## config.mk

```make
export PLATFORM = sky130hd
export DESIGN_NAME = present_encrypt_ctrl
export DESIGN_NICKNAME = d
export VERILOG_FILES = /design/src/rtl/present_encrypt_ctrl.sv
export SDC_FILE = /design/constraint.sdc
export NUM_CORES = 1
export LEC_CHECK = 0
export CORE_AREA = 2 2 171 173
export DETAILED_ROUTE_END_ITERATION = 12
export DIE_AREA = 0 0 173 175
export PLACE_DENSITY_LB_ADDON = 0.1
export SLEW_MARGIN = 20
export SYNTH_ARGS = -nofsm -noshare
export SYNTH_HDL_FRONTEND = slang
export SYNTH_SLANG_ARGS = --single-unit
```

## constraint.sdc

```tcl
create_clock -name clk -period 12.49 [get_ports clk]
set_clock_uncertainty 0.2 [all_clocks]
set_input_delay 1.249 -clock clk [delete_from_list [all_inputs] [get_ports clk]]
set_output_delay 1.249 -clock clk [all_outputs]
set_load 0.02 [all_outputs]
```

## src/rtl/present_encrypt_ctrl.sv

```systemverilog
`default_nettype none
// ============================================================================
// present_encrypt_ctrl : handshake front/back end and RPA trigger for PRESENT-80
// Rev 1.0
// ============================================================================
module present_encrypt_ctrl #(
    parameter int TIMEOUT = 48,
    parameter int CNT_W   = 16
) (
    input  logic             clk,
    input  logic             rst,
    input  logic             in_valid,
    output logic             in_ready,
    input  logic [63:0]      in_pt,
    input  logic [79:0]      in_key,
    output logic             out_valid,
    input  logic             out_ready,
    output logic [63:0]      out_ct,
    output logic [63:0]      core_idat,
    output logic [79:0]      core_key,
    output logic             core_load,
    input  logic [63:0]      core_odat,
    input  logic             core_done,
    output logic             trigger,
    output logic             err,
    output logic [CNT_W-1:0] enc_count
);

    localparam int              WD_W    = $clog2(TIMEOUT + 1);
    localparam logic [WD_W-1:0] WD_LAST = WD_W'(TIMEOUT - 1);

    localparam logic [2:0] S_IDLE    = 3'd0;
    localparam logic [2:0] S_LOAD    = 3'd1;
    localparam logic [2:0] S_RUN     = 3'd2;
    localparam logic [2:0] S_CAPTURE = 3'd3;
    localparam logic [2:0] S_OUT     = 3'd4;

    logic [2:0]      state;
    logic [2:0]      next_state;
    logic [WD_W-1:0] wd_cnt;
    logic            accept;
    logic            timeout;

    assign accept  = in_valid && in_ready;
    assign timeout = (state == S_RUN) && (wd_cnt == WD_LAST);

    always_ff @(posedge clk or posedge rst) begin
        if (rst) begin
            state <= S_IDLE;
        end else begin
            state <= next_state;
        end
    end

    // core_done is only meaningful in RUN; its free-running re-pulses elsewhere are ignored
    always_comb begin
        next_state = state;
        case (state)
            S_IDLE:    if (in_valid) next_state = S_LOAD;
            S_LOAD:    next_state = S_RUN;
            S_RUN: begin
                if (core_done)    next_state = S_CAPTURE;
                else if (timeout) next_state = S_IDLE;
            end
            S_CAPTURE: next_state = S_OUT;
            S_OUT:     if (out_ready) next_state = S_IDLE;
            default:   next_state = S_IDLE;
        endcase
    end

    always_comb begin
        in_ready  = 1'b0;
        out_valid = 1'b0;
        core_load = 1'b0;
        trigger   = 1'b0;
        case (state)
            S_IDLE:    in_ready  = 1'b1;
            S_LOAD: begin
                core_load = 1'b1;
                trigger   = 1'b1;
            end
            S_RUN:     trigger   = 1'b1;
            S_CAPTURE: trigger   = 1'b1;
            S_OUT:     out_valid = 1'b1;
            default:   in_ready  = 1'b0;
        endcase
    end

    always_ff @(posedge clk or posedge rst) begin
        if (rst) begin
            core_idat <= '0;
            core_key  <= '0;
            out_ct    <= '0;
            wd_cnt    <= '0;
            err       <= 1'b0;
            enc_count <= '0;
        end else begin
            if (accept) begin
                core_idat <= in_pt;
                core_key  <= in_key;
            end
            if (state == S_LOAD) begin
                wd_cnt <= '0;
            end else if (state == S_RUN) begin
                wd_cnt <= wd_cnt + WD_W'(1);
            end
            if (timeout && !core_done) begin
                err <= 1'b1;
            end
            // the core updates its output on the edge ending its done cycle
            if (state == S_CAPTURE) begin
                out_ct <= core_odat;
            end
            if ((state == S_OUT) && out_ready) begin
                enc_count <= enc_count + CNT_W'(1);
            end
        end
    end

endmodule
`default_nettype wire

```

==> results.sh <==
export IMPL_ir_worst_vdd_mv=0.178
export IMPL_p_total_w=0.00410
export IMPL_crit_chain="clkdlybuf4s50_1 -> and2_4 -> buf_4 -> buf_4 -> mux2_2"
export IMPL_top_usage_layer="met2"
export IMPL_synthesis_instances=546
export IMPL_synthesis_nets=761
export IMPL_timing_final_crit_share_pct=33.1
export IMPL_regToRegSetupSlack_ns=8.81
export IMPL_initial_core_util_pct=32.4
export IMPL_max_stage_delay_ns=0.84
export IMPL_cts_clk_slew_worst_paths_ns=0.06
export IMPL_hp_start="wd_cnt[5]$_DFFE_PP0P_"
export IMPL_critPathMaxFanout=61
export IMPL_setup_viol=0
export IMPL_r2r_start="state[2]$_DFFE_PP0P_"
export IMPL_grt_pass1_vias=6349
export IMPL_die_x_um=173
export IMPL_die_height_um=175
export IMPL_ys_flop_type="dfrtp_1"
export IMPL_yosys_top_cells_count="234 x dfrtp_1, 149 x mux2_2, 60 x mux2_4, 13 x xnor2_1"
export IMPL_post_cts_buffers=0
export IMPL_area_growth_pct=60.8
export IMPL_synthTopCellsByArea="dfrtp_1 64%, mux2_2 18%, mux2_4 9.8%"
export IMPL_ys_seq_area_share_pct=63.7
export IMPL_ios=442
export IMPL_status="finished, final reports clean"
export IMPL_crit_path_top_delay_cell="buf_4"
export IMPL_dieArea_um2=30300
export IMPL_cts_tree="done"
export IMPL_grt_ovfl_total=0
export IMPL_synth_top_cell_by_area="dfrtp_1"
export IMPL_clk_latency_ns=0.52
export IMPL_worstRegToRegCells=5
export IMPL_grt_met2_usage_pct=28.0
export IMPL_tightest_slew_ns=0.988
export IMPL_dp_hpwl_um=18500
export IMPL_hold_class="flop to flop"
export IMPL_drt_pass1_iterations=4
export IMPL_multi_input_comb_area_um2=3070
export IMPL_cts_sinks=234
export IMPL_p_leak_nw=6.20
export IMPL_end_kind="flop"
export IMPL_fin_setup_tns_ns=0
export IMPL_hold_viol=0
export IMPL_core_um2=28400
export IMPL_grt_use_met3_pct=5.66
export IMPL_maxCapViolations=0
export IMPL_power_density_nw_per_um2=278
export IMPL_synthAdderAreaFrac_pct=0.272
export IMPL_cts_resized=0
export IMPL_rsz0062_at_grt="false"
export IMPL_synthSimpleGateAreaFrac_pct=2.87
export IMPL_path_class="input port to flop"
export IMPL_synth_most_common_cell="dfrtp_1"
export IMPL_hold_end="wd_cnt[5]$_DFFE_PP0P_"
export IMPL_drive_gt1_share_pct=25.7
export IMPL_rr_endpoint="core_key[53]$_DFFE_PP0P_"
export IMPL_synth_xor_area_share_pct=1.43
export IMPL_ant_nets=0
export IMPL_synth_cell_type_count=30
export IMPL_critPathLaunchType="input port"
export IMPL_drt_total_wl_um=25500
export IMPL_cts_buffer_depth=3
export IMPL_maxSlewHeadroom_pct=34.1
export IMPL_syn_avg_cell_area_um2=16.8
export IMPL_cpMostUsedCell="buf_4"
export IMPL_numPortBuffers=441
export IMPL_finalMaxSlewViolations=0
export IMPL_period_minus_slack_ns=4.13
export IMPL_grt_max_degree=91
export IMPL_required_ns=12.70
export IMPL_drt_iter0_drc=255
export IMPL_syn_cell_area_um2=9190
export IMPL_wl_per_cell_um=18.2
export IMPL_cts_hold_buf=0
export IMPL_htree_num_levels=1
export IMPL_fin_nets=1211
export IMPL_synth_top_family_by_area="multiplexers"
export IMPL_synth_top_area_share_pct=63.7
export IMPL_seqCellArea_um2=5860
export IMPL_synth_compound_area_share_pct=0.477
export IMPL_hold_path_depth=1
export IMPL_ys_ff_latch=234
export IMPL_ys_warn_count=0
export IMPL_dr_total_vias=6144
export IMPL_grt_pass1_wl_um=38700
export IMPL_drc=0
export IMPL_place_congestion=0.740
export IMPL_antenna_found_initial=1
export IMPL_synth_edf_count=0
export IMPL_synth_area_mux_share_pct=28.3
export IMPL_detail_route_vias_per_cell=4.39
export IMPL_async_flop_share_pct=100
export IMPL_grt_use_met1_pct=19.1
export IMPL_cp_arrival_ns=4.34
export IMPL_num_rows=62
export IMPL_grt_usage_pct=16.2
export IMPL_cts_root_buf="clkbuf_16"
export IMPL_num_fill_cells=2508
export IMPL_fmax_mhz=242
export IMPL_cts_made_buffers=28
## per-stage QoR
step                setup WS, ns  cell area (µm²)  utilization (%)  hold slack, ns  cells
finish                      8.36            14800             52.0           0.266   1401
global route                8.21            14800             52.0           0.291   1401
CTS                         8.32            14800             52.0           0.267   1400
detailed placement          7.75            13900             48.9           0.259   1350
global placement            7.80            13900             48.9           0.257   1350
floorplan                   4.62             9190                -           0.237    546
## worst max path at each step
stage | from | to | cells after the start
after floorplan | rst | core_idat[0]$_DFFE_PP0P_ | 1
after global placement | in_valid | core_key[53]$_DFFE_PP0P_ | 5
after detailed placement | in_valid | core_key[53]$_DFFE_PP0P_ | 5
after CTS | in_valid | core_key[53]$_DFFE_PP0P_ | 5
after global routing | in_valid | core_key[53]$_DFFE_PP0P_ | 5
final | in_valid | core_key[53]$_DFFE_PP0P_ | 5
## routing by layer
metal | wire length (µm) | part of all wire, %
met4 | 651 | 2.6
met2 | 12800 | 50
met1 | 9870 | 39
met5 | 0 | 0
met3 | 2170 | 8.5
## final cells by class
class | instances | area share (%)
Sequential cell | 234 | 39.6
Timing Repair Buffer | 447 | 30.2
Multi-Input combinational cell | 282 | 20.8
Clock buffer | 44 | 5.63
Tap cell | 384 | 3.25
Clock inverter | 6 | 0.390
Inverter | 3 | 0.127
Antenna cell | 1 | 0.0169
## cells in the final DEF (no fill, tap or decap)
| cell type | n |
|---|---|
| mux2i_1 | 2 |
| xor2_1 | 2 |
| and4_1 | 4 |
| clkinvlp_4 | 1 |
| a22o_1 | 1 |
| and2_4 | 1 |
| clkinv_2 | 4 |
| nor3b_2 | 1 |
| nand3b_1 | 1 |
| or3b_2 | 1 |
| nand4_1 | 4 |
| nand2_1 | 11 |
| bufinv_16 | 1 |
| inv_1 | 2 |
| nor4bb_1 | 1 |
| diode_2 | 1 |
| and3_1 | 3 |
| clkbuf_8 | 5 |
| nor4b_1 | 1 |
| inv_8 | 1 |
| nor2_1 | 6 |
| a21oi_1 | 2 |
| mux2_2 | 149 |
| clkdlybuf4s50_1 | 441 |
| clkbuf_1 | 10 |
| and2_1 | 1 |
| nor3_1 | 1 |
| or2_2 | 1 |
| mux2_4 | 60 |
| o21ai_0 | 5 |
| clkbuf_16 | 29 |
| buf_4 | 6 |
| dfrtp_1 | 234 |
| ha_1 | 2 |
| xnor2_1 | 13 |
| nor3_2 | 1 |
| nand3_1 | 8 |
## registers in the layout, summed over array words and instances (netlist names)
| register | cells |
|---|---|
| err | 1 |
| out_ct | 64 |
| state | 3 |
| core_idat | 64 |
| enc_count | 16 |
| wd_cnt | 6 |
| core_key | 80 |
## critical path: cells and delay by family
family | cells | cell delay [ns]
AND/OR/NAND/NOR | 1 | 0.65
multiplexers | 1 | 0.40
buffers and inverters | 3 | 1.93
## logic make-up after synthesis
group | Yosys count
AO/OA/AOI/OAI | 8
XOR/XNOR | 15
adder cells (fa/ha/maj) | 2
buffers and inverters | 30
flip-flops | 234
multiplexers | 211
AND/OR/NAND/NOR | 46
## report_power, final
group	switching (W)	internal, W
clock	0.000306	0.000474
sequential	0.000195	0.00112
combinational	0.000899	0.00111
total	0.00140	0.00270
Power figures use the tool's default switching activity.
